==> src/rtl/prog_address_decoder.sv <==
// rtl/prog_address_decoder.sv - runtime-programmable registered 68k address decoder with DTACK watchdog
// Optional feature macro: DECODER_OVERLAP_ERR_EN (multi-hit decodes become unmapped + sticky Overlap_H)
module prog_address_decoder #(
    parameter int NUM_REGIONS    = 8,
    parameter int ADDR_W         = 32,
    parameter int TIMEOUT_CYCLES = 255
) (
    input  logic                           Clk,
    input  logic                           Reset_H,
    input  logic [ADDR_W-1:0]              Address,
    input  logic                           AS_L,
    input  logic                           Dtack_L,
    input  logic                           CfgWrite_H,
    input  logic [$clog2(NUM_REGIONS)-1:0] CfgIndex,
    input  logic [ADDR_W-1:0]              CfgBase,
    input  logic [ADDR_W-1:0]              CfgMask,
    input  logic                           CfgEnable_H,
    output logic [NUM_REGIONS-1:0]         Select_H,
    output logic                           Unmapped_H,
    output logic                           BusError_L,
    output logic                           Overlap_H
);

    localparam int CNT_W = $clog2(TIMEOUT_CYCLES + 1);

    typedef enum logic [1:0] {
        IDLE   = 2'd0,
        ACTIVE = 2'd1,
        ACKED  = 2'd2,
        BERR   = 2'd3
    } state_t;

    state_t            state;
    state_t            stateNext;
    logic [CNT_W-1:0]  cnt;
    logic [CNT_W-1:0]  cntNext;
    logic              latchDecode;

    logic [ADDR_W-1:0]      baseReg [NUM_REGIONS];
    logic [ADDR_W-1:0]      maskReg [NUM_REGIONS];
    logic [NUM_REGIONS-1:0] enReg;

    logic [NUM_REGIONS-1:0] hitVec;
    logic [NUM_REGIONS-1:0] prioSel;
    logic [NUM_REGIONS-1:0] decSel;
    logic                   decUnm;

    // Boot map: the debugger relies on ROM (0) and IO (1) being present out of reset.
    function automatic logic [ADDR_W-1:0] resetBase(input int i);
        case (i)
            1:       return ADDR_W'(32'h0040_0000);
            2:       return ADDR_W'(32'h0800_0000);
            default: return '0;
        endcase
    endfunction

    function automatic logic [ADDR_W-1:0] resetMask(input int i);
        case (i)
            0:       return ADDR_W'(32'hFFFF_8000);
            1:       return ADDR_W'(32'hFFFF_0000);
            2:       return ADDR_W'(32'hFC00_0000);
            default: return '0;
        endcase
    endfunction

    always_ff @(posedge Clk) begin
        if (Reset_H) begin
            for (int i = 0; i < NUM_REGIONS; i++) begin
                baseReg[i] <= resetBase(i);
                maskReg[i] <= resetMask(i);
                enReg[i]   <= (i < 3);
            end
        end else if (CfgWrite_H && (32'(CfgIndex) < NUM_REGIONS)) begin
            baseReg[CfgIndex] <= CfgBase;
            maskReg[CfgIndex] <= CfgMask;
            enReg[CfgIndex]   <= CfgEnable_H;
        end
    end

    always_comb begin
        hitVec = '0;
        for (int i = 0; i < NUM_REGIONS; i++) begin
            hitVec[i] = enReg[i] && ((Address & maskReg[i]) == (baseReg[i] & maskReg[i]));
        end
    end

    // Isolate the lowest set bit: lowest index wins.
    assign prioSel = hitVec & (~hitVec + NUM_REGIONS'(1));

`ifdef DECODER_OVERLAP_ERR_EN
    logic multiHit;
    assign multiHit = (hitVec & (hitVec - NUM_REGIONS'(1))) != '0;
    assign decSel   = multiHit ? '0 : prioSel;
    assign decUnm   = (hitVec == '0) || multiHit;

    always_ff @(posedge Clk) begin
        if (Reset_H) begin
            Overlap_H <= 1'b0;
        end else if (latchDecode && multiHit) begin
            Overlap_H <= 1'b1;
        end
    end
`else
    assign decSel    = prioSel;
    assign decUnm    = (hitVec == '0);
    assign Overlap_H = 1'b0;
`endif

    always_comb begin
        stateNext   = state;
        cntNext     = cnt;
        latchDecode = 1'b0;
        case (state)
            IDLE: begin
                if (!AS_L) begin
                    stateNext   = ACTIVE;
                    cntNext     = '0;
                    latchDecode = 1'b1;
                end
            end
            ACTIVE: begin
                if (AS_L) begin
                    stateNext = IDLE;
                end else if (!Dtack_L) begin
                    stateNext = ACKED;
                end else begin
                    // Leaving for BERR here keeps the counter from ever wrapping.
                    if (cnt == CNT_W'(TIMEOUT_CYCLES - 1)) begin
                        stateNext = BERR;
                    end
                    cntNext = cnt + CNT_W'(1);
                end
            end
            ACKED, BERR: begin
                if (AS_L) begin
                    stateNext = IDLE;
                end
            end
            default: stateNext = IDLE;
        endcase
    end

    always_ff @(posedge Clk) begin
        if (Reset_H) begin
            state      <= IDLE;
            cnt        <= '0;
            Select_H   <= '0;
            Unmapped_H <= 1'b0;
            BusError_L <= 1'b1;
        end else begin
            state      <= stateNext;
            cnt        <= cntNext;
            BusError_L <= (stateNext != BERR);
            if (latchDecode) begin
                Select_H   <= decSel;
                Unmapped_H <= decUnm;
            end else if (stateNext == IDLE) begin
                Select_H   <= '0;
                Unmapped_H <= 1'b0;
            end
        end
    end

endmodule

==> config.mk <==
export PLATFORM = sky130hd
export DESIGN_NAME = prog_address_decoder
export DESIGN_NICKNAME = d
export VERILOG_FILES = /design/src/rtl/prog_address_decoder.sv
export SDC_FILE = /design/constraint.sdc
export NUM_CORES = 1
export LEC_CHECK = 0
export ABC_AREA = 0
export CAP_MARGIN = 20
export CELL_PAD_IN_SITES_DETAIL_PLACEMENT = 0
export CELL_PAD_IN_SITES_GLOBAL_PLACEMENT = 1
export CORE_MARGIN = 8
export CORE_UTILIZATION = 50
export CTS_CLUSTER_SIZE = 16
export DETAILED_ROUTE_END_ITERATION = 16
export PLACE_DENSITY_LB_ADDON = 0.1
export RECOVER_POWER = 100
export SLEW_MARGIN = 5
export SYNTH_ARGS = -nofsm -noshare
export SYNTH_HDL_FRONTEND = slang
export SYNTH_SLANG_ARGS = --single-unit
==> constraint.sdc <==
create_clock -name Clk -period 12.71 [get_ports Clk]
set_input_delay 1.9065 -clock Clk [delete_from_list [all_inputs] [get_ports Clk]]
set_output_delay 1.9065 -clock Clk [all_outputs]
set_load 0.02 [all_outputs]
==> impl_results.md, run 1 <==
- Syn-to-layout area delta: 13.38%
- Final setup violation count: 0
- Min setup slack post-route: 5.300 ns
- CTS HTree Levels: 2
- P_leak: 9.480 nW
- First-pass GRT wire length: 98,980 µm
- Die Span X: 234.6 µm
- Fin Setup TNS: 0 ns
- DRC errors left: 0
- EDFF count, synth: 512
- Hold Fails Final Rpt: 0
- Hpwl dp: 44,960 µm
- Grt peak-use layer: met2
- CTS buffer count: 57
- Place WS: 7.596 ns
- Clock sinks: 540
- Worst slew margin: -209.7%
- Final RePlAce weighted congestion: 0.8543
- CP max FO: 39
- Outcome: finished, violations left
- Setup crit start: CfgIndex[1]
- Post-CTS sizing: 0
- Final #Nets: 1,898
- Slew at the pin closest to its max-slew limit: 4.645 ns
- Post-Syn Area per Cell: 14.10 µm²
- Hold path start: enReg[3]
- Crit path DAT: 7.59 ns
- RSZ-0062 raised after global routing: false
- Root Buffer: clkbuf_16
- Initial antenna violation count: 7
- Fraction of registers with async set/reset: 0%
- DR iter-0 viols: 1,641
- Yosys cell types: 46
- Pin count of the biggest net entering global routing: 66
- Placed instance count: 2,346
- Critical path class: in -> reg
- Util after Layout: 57.12%
- Failing checks: capacitance limit, slew limit
- Top-area cell type share of the netlist area: 64.32%
- Max VDD drop: 0.0001050 V
- CTS tree: yes
- HP Class: reg -> reg
- Sequential share of the synthesized area: 66.67%
- R2r worst-path depth: 8
- Post-CTS setup buffers: 0
- Final min period: 7.410 ns
- Final period util: 58.30%
- Final ANT Viol Nets: 0
- CTS Buffer Depth: 3
- Initial core utilization: 50.38%
- Top cells by area, synth: edfxtp_1 64%, and2_1 12%, xor2_1 9.5%
- I/O pin cnt: 116
- Wirelength per Cell: 28.47 µm
- Most common cell in the netlist: edfxtp_1
- Clock Latency Late Sink: 0.62 ns
- Die height: 234.6 µm
- CORE AREA: 47,450 µm²
- Max-Cap Viols: 21
- Via density: 5.663
- Row cnt: 80
- Pwr/cell area: 149.3 nW/µm²
- Grt total ovfl: 0
- Met1 Track Usage GR: 34.66%
- WHS Path Cells: 2
- Mapped Area: 23,900 µm²
- Clk_skew: 0.01099 ns
- Final WL: 69,770 µm
- Met3 usage: 5.302%
- Met2 Use GR: 38.94%
- Post-Layout Cell Count: 2,451
- CP startpoint kind: input port
- Ratio of cells with drive above 1 in the final layout: 5.071%
- Mapped Cells: 1,695
- Max Freq: 0.1350 GHz
- Post-synth top cells: 512 x edfxtp_1, 471 x and2_1, 260 x xor2_1
- Reg clk slew, reported paths: 0.06 ns
- Largest area contributor in the netlist: edfxtp_1
- Critical R2R Launch: baseReg[0][26]
- Vias in the first global route: 13.54k
- Total GRT Usage: 24.93%
- Post-synth top flop: edfxtp_1
- Worst Path Required: 12.89 ns
- #FFs+latches synth: 540
- Synthesized net count: 1,802
- Count of pins over their slew limit: 1,026
- Drt pass-1 iters: 7
- Yosys warning count: 0
- Die area: 55,060 µm²
- Hold buffers post-CTS: 0
- Port bufs: 114
- Crit end category: flip-flop
- Vias post-DR: 13.88k
## flip-flops by register name, summed over array words and instances (netlist names)
name	cells
baseReg	256
maskReg	256
Select_H	8
cnt	8
enReg	8
state	2
BusError_L	1
Unmapped_H	1
## layout make-up
type	instances	area [µm²]
Timing Repair Buffer	130	1205
Clock buffer	78	1578
Multi-Input combinational cell	1052	7411
Inverter	10	37.54
Clock inverter	24	160.2
Fill cell	3844	20340
Tap cell	615	769.5
Antenna cell	2	5.005
Sequential cell	540	15940
## logic make-up (layout without fill, tap and decap cells)
kind of cell,after synthesis,count (layout),synth area share [%]
AO/OA/AOI/OAI,160,160,5.235
XOR/XNOR,260,260,9.527
adder cells (fa/ha/maj),2,2,0.1047
buffers and inverters,103,242,2.371
flip-flops,540,540,66.67
other,1,3,0.01569
AND/OR/NAND/NOR,629,629,16.08
## report_power, final
group          leakage (nW)  total, mW  switching (mW)  internal, mW
logic                  3.44      0.358           0.247         0.111
clock network         0.850       1.58           0.677         0.901
registers              5.19       2.11          0.0399          2.07
total                  9.48       4.05           0.964          3.08
## critical path, cell delays in order
cell	delay, ns
dlygate4sd3_1	0.75
nand2_1	0.36
o21bai_1	2.50
clkbuf_1	1.98
## layout by cell type, fill, tap and decap left out, types with 3 or more instances in the layout
cell type	netlist	final
a22o_1	18	18
clkinv_1	0	14
clkdlybuf4s50_1	0	99
nand3_1	5	6
o21ai_0	8	8
edfxtp_1	512	512
clkinv_2	0	6
nand4_1	28	28
nand2b_1	34	34
clkbuf_1	58	31
and2_0	0	233
dlygate4sd3_1	0	15
dfxtp_1	28	28
a21oi_1	16	16
clkbuf_8	0	3
a222oi_1	8	8
and3_1	3	3
inv_1	10	10
nor2_4	0	3
a221oi_2	3	3
or3_1	10	10
nor3_1	15	15
nand2_1	22	22
a22oi_1	82	82
a221oi_1	12	12
and2_1	471	238
nor2_1	24	21
or2b_1	3	3
clkbuf_16	0	59
xor2_1	260	260
## stage by stage
stage | total power [mW] | instance area [µm²] | hold slack (ns)
finish | 4.045 | 27100 | 0.4881
floorplan | 2.309 | 23900 | 0.4455
global placement | 2.497 | 25530 | 0.4638
CTS | 4.067 | 27270 | 0.4846
detailed placement | 2.501 | 25530 | 0.4731
global route | 4.156 | 27100 | 0.5195
## layer usage
layer	share of wire [%]	vias up	wire length [µm]
li1	-	6194	-
met2	46	534	32020
met4	3.1	0	2163
met5	0	-	0
met1	43	7044	30130
met3	7.8	109	5463
## final timing paths
kind | to | slack [ns]
worst max-delay path | baseReg[3][24] | 5.30
worst min-delay path | enReg[3] | 0.49
worst max register to register | Select_H[6] | 10.27
worst min register to register | enReg[3] | 0.49
Note: power is estimated with default switching activity, not from simulation.
==> inputs of run 2 (changes only) <==
Clock period 12.71 ns to 7.3 ns, I/O delays scaled along.
==> impl_results.md, run 2 (synthesis gave the netlist of run 1 again) <==
- Hold Fails Final Rpt: 0 (unchanged)
- Worst slew margin: -147.3% (+62 points)
- Place WS: 3.060 ns (-4.536 ns)
- Register area: 15,940 µm² (unchanged)
- Final period util: 72.36%
- Vias in the first global route: 13.65k (+0.79%)
- Vias post-DR: 14.04k (+1.1%)
- Syn-to-layout area delta: 14.01%
- Clk_skew: 0.01698 ns (+0.005997 ns)
- Max Freq: 0.1893 GHz
- Max-Cap Viols: 12 (-43%)
- Final RePlAce weighted congestion: 0.8749 (+2.4%)
- Initial core utilization: 50.38% (unchanged)
- Root Buffer: clkbuf_16
- Min setup slack post-route: 2.017 ns (-3.283 ns)
- Initial antenna violation count: 6 (-1)
- Die area: 55,060 µm² (unchanged)
- DR top layer: met4
- Crit end category: flip-flop
- CP max FO: 39 (unchanged)
- HP Class: reg -> reg
- Pwr/cell area: 264.1 nW/µm² (+77%)
- CTS Buffer Depth: 3 (unchanged)
- Most frequent cells in the layout: 512 x edfxtp_1, 260 x xor2_1, 241 x and2_0
- CTS tree: yes
- Die Span X: 234.6 µm (unchanged)
- Multi-input logic area: 7410 µm² (about the same)
- Hpwl dp: 45,520 µm (+1.2%)
- CTS HTree Levels: 2 (unchanged)
- Fill count: 3,858 (+0.36%)
- DR WL met3: 5002 µm (-8.4%)
- First-pass GRT wire length: 100,500 µm (+1.5%)
- Ratio of cells with drive above 1 in the final layout: 5.905% (+0.83 points)
- Comb power frac: 8.7% (about the same)
- Seq pwr share: 50.9% (-1.3 points)
- Wirelength per Cell: 28.86 µm (+1.4%)
- Row cnt: 80 (unchanged)
- DRC errors left: 0 (unchanged)
- Internal power: 5.505 mW (+79%)
- I/O pin cnt: 116 (unchanged)
- CORE AREA: 47,450 µm² (unchanged)
- CP startpoint kind: input port
- Detail Route met2 WL: 32,270 µm (+0.80%)
- CTS buffer count: 57 (unchanged)
- Via density: 5.740 (+1.4%)
- Commonest non-fill, non-tap cell in the layout: edfxtp_1
- Total power: 7.196 mW (+78%)
- Switching pwr: 1.691 mW (+75%)
- Switching fraction of total power: 23.50% (-0.33 points)
- Clock power frac: 40.4% (+1.4 points)
- Die height: 234.6 µm (unchanged)
- Post-CTS setup buffers: 0 (unchanged)
- Final setup violation count: 0 (unchanged)
- Count of pins over their slew limit: 598 (-42%)
- Post-CTS sizing: 0 (unchanged)
- Met1 wire length: 30,790 µm (+2.2%)
- Outcome: finished, violations left
- Reg clk slew, reported paths: 0.06 ns (about the same)
- Worst Path Required: 7.76 ns (-5.13 ns)
- Grt total ovfl: 0 (unchanged)
- Port bufs: 114 (unchanged)
- Drt pass-1 iters: 5 (-2)
- Total GRT Usage: 25.10% (+0.17 points)
- Crit path DAT: 5.74 ns (-1.85 ns)
- DR iter-0 viols: 1,351 (-18%)
- Largest registers: baseReg x256, maskReg x256
- Slew at the pin closest to its max-slew limit: 3.710 ns (-0.9357 ns)
- RSZ-0062 raised after global routing: false
- Fin Setup TNS: 0 ns (unchanged)
- Final ANT Viol Nets: 0 (unchanged)
- Pin count of the biggest net entering global routing: 66 (unchanged)
- Hold buffers post-CTS: 0 (unchanged)
- Max VDD drop: 0.0001710 V (+63%)
- Critical path class: in -> reg
- Clock Latency Late Sink: 0.61 ns (about the same)
- Clock sinks: 540 (unchanged)
- Final WL: 70,590 µm (+1.2%)
- Final #Nets: 1,898 (unchanged)
- Failing checks: capacitance limit, slew limit
- Final min period: 5.283 ns
- P_leak: 9.568 nW (+0.92%)
## run 2: worst paths after layout
path                                      from        endpoint  slack [ns]  cells past startpoint
worst max-delay path                   Reset_H  maskReg[3][27]        2.02                      5
worst min-delay path                  enReg[7]        enReg[7]        0.48                      2
worst max register to register  baseReg[0][26]     Select_H[6]        4.86                      8
worst min register to register        enReg[7]        enReg[7]        0.48                      2
## run 2: cell type report
class	count	area share [%]
flip-flops and latches	540	58.48
repair buffers	130	4.578
multi-input cells	1052	27.19
well taps	615	2.824
clock buffers	77	5.960
diodes	2	0.01837
clock inverters	20	0.8173
inverters	10	0.1377
## run 2: power groups by stage
stage	sequential, mW	combinational [mW]	clock [mW]
6_report	3.66	0.628	2.90
5_1_grt	3.68	0.659	3.04
4_1_cts	3.66	0.634	2.93
3_5_place_dp	3.73	0.631	0
3_3_place_gp	3.72	0.629	0
2_1_floorplan	3.71	0.306	0
## run 2: through the flow
stage	cell area, µm²	cells	util (%)	hold WS [ns]
finish	27250	2446	57.44	0.4824
global route	27250	2444	57.43	0.5053
CTS	27380	2443	57.70	0.4766
detailed placement	25530	2346	53.81	0.4677
global placement	25530	2346	53.81	0.4663
floorplan	23900	1695	-	0.4455
## run 2: worst max-delay path: stages
cell and delay (ns):
dlygate4sd3_1 0.90, or2_0 0.48, nor2_1 1.52, clkbuf_1 1.43, and2_1 0.26
## run 2: metal layers
layer	global-route usage [%]	vias to the layer above
met4	8.777	0
met2	39.18	544
met5	0	-
met1	35.39	7203
met3	4.096	115
li1	-	6178
==> inputs of run 3 (changes only) <==
Clock period 7.3 ns to 5.2 ns, I/O delays scaled along.
==> impl_results.md, run 3 (synthesis gave the netlist of run 1 again) <==
- Final #Nets: 1,907 (+0.47%)
- Post-CTS sizing: 0 (unchanged)
- Grt peak-use layer: met2
- Outcome: finished, violations left
- Initial antenna violation count: 5 (-1)
- Slew at the pin closest to its max-slew limit: 3.117 ns (-0.5928 ns)
- Vias post-DR: 14.02k (-0.17%)
- Post-Layout Cell Count: 2,464 (+0.74%)
- Seq pwr share: 50.3% (-0.6 points)
- Final ANT Viol Nets: 0 (unchanged)
- Ratio of cells with drive above 1 in the final layout: 6.555% (+0.65 points)
- Initial core utilization: 50.38% (unchanged)
- CTS HTree Levels: 2 (unchanged)
- Fin area: 27,400 µm² (+0.56%)
- Comb power frac: 8.6% (about the same)
- P_leak: 9.670 nW (+1.1%)
- CP startpoint kind: input port
- CORE AREA: 47,450 µm² (unchanged)
- Drt pass-1 iters: 5 (unchanged)
- Met2 Use GR: 40.52% (+1.3 points)
- Wirelength per Cell: 28.65 µm (-0.72%)
- Pin count of the biggest net entering global routing: 66 (unchanged)
- Die height: 234.6 µm (unchanged)
- Reg clk slew, reported paths: 0.06 ns (about the same)
- Die area: 55,060 µm² (unchanged)
- Internal power: 7.828 mW (+42%)
- Met3 usage: 4.553% (+0.46 points)
- Commonest non-fill, non-tap cell in the layout: edfxtp_1
- Crit end category: flip-flop
- Clk_skew: 0.01842 ns (+0.001442 ns)
- Syn-to-layout area delta: 14.64%
- Placed instance count: 2,355 (+0.38%)
- Most frequent cells in the layout: 512 x edfxtp_1, 278 x and2_1, 260 x xor2_1
- DRC errors left: 0 (unchanged)
- DR iter-0 viols: 1,318 (-2.4%)
- Final WL: 70,590 µm (about the same)
- Clock power frac: 41.2% (+0.8 points)
- Clock Latency Late Sink: 0.60 ns (about the same)
- Hpwl dp: 46,750 µm (+2.7%)
- Total GRT Usage: 25.17% (+0.066 points)
- Final RePlAce weighted congestion: 0.8840 (+1.0%)
- Die Span X: 234.6 µm (unchanged)
- Count of pins over their slew limit: 305 (-49%)
- CP max FO: 65 (+67%)
- Switching pwr: 2.400 mW (+42%)
- Total power: 10.23 mW (+42%)
- CTS tree: yes
- Worst slew margin: -107.8% (+40 points)
- Cell at the slowest stage of the critical path: a21o_1
- Critical path class: in -> reg
- I/O pin cnt: 116 (unchanged)
- Max Freq: 0.2546 GHz
- Critical-path cell list: dlygate4sd3_1 > and2b_1 > a21o_1
- Worst Path Required: 5.34 ns (-2.42 ns)
- Fin Setup TNS: 0 ns (unchanged)
- Largest registers: baseReg x256, maskReg x256
- Worst path max stage delay: 2.27 ns (+0.75 ns)
- Util after Layout: 57.76% (+0.32 points)
- Pwr/cell area: 373.3 nW/µm² (+41%)
- Vias in the first global route: 13.81k (+1.2%)
- First-pass GRT wire length: 100,600 µm (+0.15%)
- Final min period: 3.928 ns
- Hold buffers post-CTS: 0 (unchanged)
- Grt total ovfl: 0 (unchanged)
- Port bufs: 114 (unchanged)
- HP Class: reg -> reg
- Via density: 5.688 (-0.90%)
- Clock sinks: 540 (unchanged)
- CTS Buffer Depth: 3 (unchanged)
- Crit path DAT: 4.06 ns (-1.68 ns)
- RSZ-0062 raised after global routing: false
- Hold Fails Final Rpt: 0 (unchanged)
- Max-Cap Viols: 7 (-5)
- Met1 Track Usage GR: 34.63% (-0.76 points)
- Final setup violation count: 0 (unchanged)
- Row cnt: 80 (unchanged)
- CTS buffer count: 57 (unchanged)
- Final period util: 75.53%
- Switching fraction of total power: 23.46% (-0.034 points)
- Max VDD drop: 0.0002252 V (+32%)
- Failing checks: capacitance limit, slew limit
- Root Buffer: clkbuf_16
- Post-CTS setup buffers: 0 (unchanged)
- DP Area: 25,610 µm² (+0.31%)
## run 3: cell count changes in the layout (fill, tap and decap cells not counted), sizes merged
| cell | change |
|---|---|
| diode | +1 |
| clkinvlp | +4 |
| bufinv | +4 |
| dlygate4sd3 | +1 |
| inv | -1 |
| buf | +2 |
| clkdlybuf4s50 | -1 |
| clkinv | +8 |
## run 3: layout make-up
cell class	count	area (µm²)
Fill cell	3870	20040
Inverter	10	37.54
Multi-Input combinational cell	1052	7446
Timing Repair Buffer	139	1284
Clock inverter	35	407.9
Clock buffer	70	1515
Sequential cell	540	15940
Antenna cell	3	7.507
Tap cell	615	769.5
## run 3: final timing paths
path                        from        endpoint  slack (ns)  cells after the start
setup / recovery     CfgIndex[0]  baseReg[0][23]        1.27                      3
hold / removal          enReg[4]        enReg[4]        0.48                      2
setup reg to reg  baseReg[0][25]     Select_H[6]        2.61                      8
hold reg to reg         enReg[4]        enReg[4]        0.48                      2
## run 3: worst max-delay path, delay by kind of cell
family,cells,cell delay (ns)
compound gates,1,2.27
buf+inv,1,0.57
simple gates,1,0.36
## run 3: metrics by stage
step                setup WS [ns]  hold WS, ns
floorplan                  0.4656       0.4455
global placement            1.343       0.4626
detailed placement          1.356       0.4698
CTS                         2.011       0.4818
global route                1.069       0.5015
finish                      1.272       0.4788
## run 3: routing by layer
| layer | vias to the layer above | part of all wire, % |
|---|---|---|
| met5 | - | 0 |
| li1 | 6221 | - |
| met4 | 0 | 3.4 |
| met3 | 124 | 7.7 |
| met1 | 7115 | 42 |
| met2 | 556 | 47 |
## run 3: power groups by stage
stage                     logic (mW)  registers (mW)  clock network [mW]
final                          0.876            5.14                4.21
after global routing           0.923            5.17                4.40
after CTS                      0.891            5.14                4.25
after detailed placement       0.885            5.23                   0
after global placement         0.885            5.22                   0
after floorplan                0.430            5.21                   0
